### config.mk
export PLATFORM = sky130hd
export DESIGN_NAME = credit_allocator_rr
export DESIGN_NICKNAME = d
export VERILOG_FILES = /design/src/rtl/credit_allocator_rr.sv
export SDC_FILE = /design/constraint.sdc
export NUM_CORES = 1
export LEC_CHECK = 0
export ABC_CLOCK_PERIOD_IN_PS = 9700
export CAP_MARGIN = 5
export CORE_MARGIN = 3
export CORE_UTILIZATION = 46
export CTS_CLUSTER_SIZE = 16
export DETAILED_ROUTE_END_ITERATION = 16
export RECOVER_POWER = 100
export SYNTH_ARGS = -nofsm -noshare
export SYNTH_HDL_FRONTEND = slang
export SYNTH_SLANG_ARGS = --single-unit
### constraint.sdc
create_clock -name clk -period 9.7 [get_ports clk]
set_clock_uncertainty 0.2 [all_clocks]
set_input_delay 1.94 -clock clk [delete_from_list [all_inputs] [get_ports clk]]
set_output_delay 1.94 -clock clk [all_outputs]
set_load 0.1 [all_outputs]
### src/rtl/credit_allocator_rr.sv
// Round-robin wormhole switch allocator with per-output downstream credit counters.
// Latency: grant is combinational, zero cycles after req. Backpressure: an output stalls at zero credits or while locked to an empty owner.
module credit_allocator_rr #(
  parameter int  PORTS        = 5,
  parameter int  CREDIT_DEPTH = 4,
  localparam int CW           = $clog2(CREDIT_DEPTH + 1)
) (
  input  logic                     clk,
  input  logic                     reset,
  input  logic [PORTS-1:0]         credit_in,
  input  logic [PORTS*PORTS-1:0]   req,
  input  logic [PORTS-1:0]         empty,
  input  logic [PORTS-1:0]         tail,
  output logic [PORTS*PORTS-1:0]   grant,
  output logic [PORTS-1:0]         valid,
  output logic [PORTS*CW-1:0]      credit_cnt,
  output logic                     credit_err
);
  localparam int            PW   = (PORTS > 1) ? $clog2(PORTS) : 1;
  localparam logic [CW-1:0] CMAX = CW'(CREDIT_DEPTH);

  typedef enum logic {IDLE, LOCKED} state_e;

  state_e                   state_q [PORTS];
  state_e                   state_d [PORTS];
  logic [PORTS-1:0][PW-1:0] owner_q, owner_d;
  logic [PORTS-1:0][PW-1:0] last_q, last_d;
  logic [PORTS-1:0][CW-1:0] cnt_q, cnt_d;
  logic                     err_q, err_d;

  // sel[i][o]: one-hot output chosen by input i; elig/gnt are indexed [o][i]
  logic [PORTS-1:0][PORTS-1:0] sel, elig, gnt;

  always_comb begin
    sel  = '0;
    elig = '0;
    for (int i = 0; i < PORTS; i++) begin
      sel[i] = req[i*PORTS +: PORTS] & (-req[i*PORTS +: PORTS]);
    end
    for (int o = 0; o < PORTS; o++) begin
      for (int i = 0; i < PORTS; i++) begin
        elig[o][i] = sel[i][o] & ~empty[i];
      end
    end
  end

  always_comb begin : arb
    logic hit;
    int   idx;
    hit = 1'b0;
    idx = 0;
    gnt = '0;
    for (int o = 0; o < PORTS; o++) begin
      state_d[o] = state_q[o];
      owner_d[o] = owner_q[o];
      last_d[o]  = last_q[o];
      hit        = 1'b0;
      if (cnt_q[o] != '0) begin
        if (state_q[o] == IDLE) begin
          for (int k = 1; k <= PORTS; k++) begin
            idx = int'(last_q[o]) + k;
            if (idx >= PORTS) idx = idx - PORTS;
            if (!hit && elig[o][idx]) begin
              hit          = 1'b1;
              gnt[o][idx]  = 1'b1;
              last_d[o]    = PW'(idx);
              if (!tail[idx]) begin
                state_d[o] = LOCKED;
                owner_d[o] = PW'(idx);
              end
            end
          end
        end else if (!empty[owner_q[o]]) begin
          // the owner's req is not re-examined while the packet is in flight
          gnt[o][owner_q[o]] = 1'b1;
          if (tail[owner_q[o]]) state_d[o] = IDLE;
        end
      end
      if (reset) gnt[o] = '0;
    end
  end

  always_comb begin
    err_d = err_q;
    cnt_d = cnt_q;
    for (int o = 0; o < PORTS; o++) begin
      if (credit_in[o] && !(|gnt[o])) begin
        if (cnt_q[o] < CMAX) cnt_d[o] = cnt_q[o] + CW'(1);
        else                 err_d    = 1'b1;
      end else if (!credit_in[o] && (|gnt[o])) begin
        cnt_d[o] = cnt_q[o] - CW'(1);
      end
    end
  end

  always_ff @(posedge clk) begin
    if (reset) begin
      for (int o = 0; o < PORTS; o++) begin
        state_q[o] <= IDLE;
        owner_q[o] <= '0;
        last_q[o]  <= PW'(PORTS - 1);
        cnt_q[o]   <= CMAX;
      end
      err_q <= 1'b0;
    end else begin
      for (int o = 0; o < PORTS; o++) begin
        state_q[o] <= state_d[o];
      end
      owner_q <= owner_d;
      last_q  <= last_d;
      cnt_q   <= cnt_d;
      err_q   <= err_d;
    end
  end

  always_comb begin
    grant      = '0;
    valid      = '0;
    credit_cnt = '0;
    for (int o = 0; o < PORTS; o++) begin
      grant[o*PORTS +: PORTS] = gnt[o];
      valid[o]                = |gnt[o];
      credit_cnt[o*CW +: CW]  = cnt_q[o];
    end
  end

  assign credit_err = err_q;

endmodule
==> run summary <==
### Setup path
• **slack of the worst reg-to-reg path** 2.90 ns
• **count of cells along the worst register-to-register path** 18
• **critical path launch point type** input port
• **critical path type** in2out
• **maximum net fanout on the critical path** 11
• **arrival time at the worst endpoint** 6.90 ns
• **Reg2Reg Launch Point** last_q[6]
• **endpoint type of the worst setup path** output pin
• **endpoint of the lowest-slack register-to-register path** credit_cnt[8]
• **required time reported for the critical path endpoint** 7.56 ns

### Yosys
• **Post-Syn Nets** 2162
• **most instantiated cells after synthesis** sky130_fd_sc_hd__nand2_1 (207), sky130_fd_sc_hd__nor2_1 (192), sky130_fd_sc_hd__a21oi_1 (155)
• **sequential-to-total area share from yosys stat** 7.443%
• **Cell variety after synth** 97
• **post-synth design cell area** 13720 um^2
• **number of warning messages in the yosys log** 0
• **Top FF cell, synth** sky130_fd_sc_hd__dfxtp_1
• **Syn Area/Cell** 6.689 um^2
• **total of flip-flops plus latches after synthesis** 51
• **most common cell in the netlist** sky130_fd_sc_hd__nand2_1
• **share of synthesized flip-flops with an asynchronous set or reset** 0%
• **Gate Count Post-Synth** 2051
• **share of the synthesized area in the top cell type** 7.443%
• **number of synthesized flops with an enable pin** 0
• **cell type with the highest aggregate area in the netlist** sky130_fd_sc_hd__dfxtp_1
• **main area contributors after synthesis** sky130_fd_sc_hd__dfxtp_1 (7.4%), sky130_fd_sc_hd__mux2i_1 (6.3%), sky130_fd_sc_hd__nand2_1 (5.7%), sky130_fd_sc_hd__a21oi_1 (5.7%), sky130_fd_sc_hd__ha_1 (5.4%)

### Final layout
• **filler-free cell count of the finished design** 2430
• **area added between synthesis and finish** 7.963%
• **Storage cell area** 1021 um^2
• **post-route standard cell area excluding fillers** 14810 um^2
• **combined area of the multi-input logic cells** 11890 um^2
• **number of fill cells in the layout** 3019
• **Final Net Count** 2155
• **share of layout cells above drive strength 1** 6.210%

### CTS
• **Clock Sink Count** 51
• **root buffer cell** sky130_fd_sc_hd__clkbuf_16
• **total CTS buffers** 5
• **clock slew seen by the registers of the worst setup and hold paths** 0.09 ns
• **total setup buffers inserted after CTS** 0
• **hold-fix buffers at CTS** 0
• **Resized cells post-CTS** 0
• **largest buffer count on any clock path** 2
• **TritonCTS clock tree** yes
• **H-Tree Depth** 2
• **clock latency of the later-clocked register in the worst-skew pair** 0.33 ns

### STA
• **Worst slew margin** 17.04%
• **TNS Setup** 0 ns
• **transition time of the tightest slew-check pin** 1.233 ns
• **max-slew violation count** 0
• **maximum operating frequency** 110.6 MHz
• **RSZ-0062 raised after global routing** false
• **hold violation count in the final report** 0
• **final worst path period share** 93.20%
• **time the final worst path needs with I/O delays and setup** 9.041 ns
• **Final setup viols** 0

### Route
• **routed wire length per instance** 22.84 um
• **via density per instance** 6.855
• **wire length reported by the detailed router** 55.50 mm
• **initial drt markers** 2289
• **count of antenna-violating nets left after detailed routing** 0
• **detailed-router iteration count before antenna repair** 8
• **total via count after detailed routing** 16660
• **DRC viols** 0

### Placement
• **placed insts** 2421
• **placed wire-length estimate** 41.50 mm
• **placer congestion estimate** 1.042
• **standard cell area after detailed placement** 14710 um^2
• **IO Port Bufs** 87

### Global route
• **antenna violations before repair** 1
• **vias in the first global route** 14500
• **first-pass GRT wire length** 84.66 mm
• **total track usage** 33.23%
• **largest net degree at the start of global routing** 44
• **overflow left after global routing** 0

### Worst hold path
• **hold-critical path depth** 2
• **worst hold path type** reg2reg
• **start point of the worst hold path** credit_cnt[13]
• **destination of the worst hold path** credit_cnt[13]

### Floorplan
• **starting utilization of the core area** 47.28%
• **DIE WIDTH** 178.7 um
• **height of the die** 178.7 um
• **Top Ports** 88
• **Core Rows** 62
• **standard cell core area** 29010 um^2
• **die area** 31930 um^2

### Outcome
• **result of the run** finished clean

### Job
• **count of maximum capacitance violations** 0

-- layer usage --
| metal | track usage (%) | routed length, um | part of all wire (%) |
|---|---|---|---|
| met5 | 0 | 0 | 0 |
| met1 | 49.68 | 24930 | 45 |
| met4 | 10.55 | 1790 | 3.2 |
| met3 | 6.078 | 5565 | 10 |
| met2 | 47.68 | 23220 | 42 |
-- cells by family after synthesis --
logic type	count (synthesis)	synth area share [%]
xor+xnor	31	1.979
fa+ha+maj	69	6.841
buf+inv	203	5.746
mux	133	10.91
simple gates	835	30.52
compound gates	729	36.57
flops	51	7.443
-- cell usage in the layout (no fill, tap or decap), drive strengths merged, types with 34 or more instances in the layout --
master           n
dfxtp           51
nor2           192
clkdlybuf4s50   37
and2            34
inv             73
o211ai          40
nand2b          58
a31oi           38
a211oi          46
mux2i           88
nor3            65
mux2            36
nor2b           51
nand2          207
nand3           79
o21ai          146
ha              59
a21oi          155
-- metrics by stage --
stage          utilization (%)  hold slack [ns]  worst slack [ns]
3_5_place_dp             50.69           0.3132             1.089
5_1_grt                  51.05           0.3612            0.4078
3_3_place_gp             50.69           0.3014             1.268
6_report                 51.05           0.3163            0.6591
2_1_floorplan                -           0.2824            0.8250
4_1_cts                  51.37           0.3270             1.068
-- flip-flops by register name (all words and copies together), names as in the netlist --
name        count
credit_cnt     15
state_q         5
credit_err      1
last_q         15
owner_q        15
-- cell type report --
type	count	area share, %
timing repair buffer	114	6.344
antenna	1	0.01690
clock buffer	5	0.8448
multi-input combinational	1797	80.27
sequential	51	6.894
clock inverter	3	0.4815
tap	384	3.244
inverter	75	1.901
-- worst max-delay path: stages --
cell	delay [ns]
sky130_fd_sc_hd__dlygate4sd3_1	0.69
sky130_fd_sc_hd__nor4_1	1.08
sky130_fd_sc_hd__nand2_1	0.27
sky130_fd_sc_hd__mux2_2	0.35
sky130_fd_sc_hd__o32a_1	0.40
sky130_fd_sc_hd__nor3b_1	0.31
sky130_fd_sc_hd__clkbuf_1	0.45
sky130_fd_sc_hd__nand3_1	0.13
sky130_fd_sc_hd__a31oi_1	0.35
sky130_fd_sc_hd__clkbuf_1	0.91
-- how the worst max path moves through the flow --
stage	start	to	slack, ns	depth (start not counted)
after CTS	empty[1]	grant[19]	1.07	10
final	empty[3]	grant[20]	0.66	10
after global routing	empty[3]	grant[20]	0.41	10
after detailed placement	empty[1]	grant[19]	1.09	10
after global placement	empty[1]	grant[19]	1.27	10
after floorplan	empty[3]	valid[4]	0.82	11
Power is not shown: default switching activity piles up to over one toggle a cycle in this logic, so the estimate is an artifact.
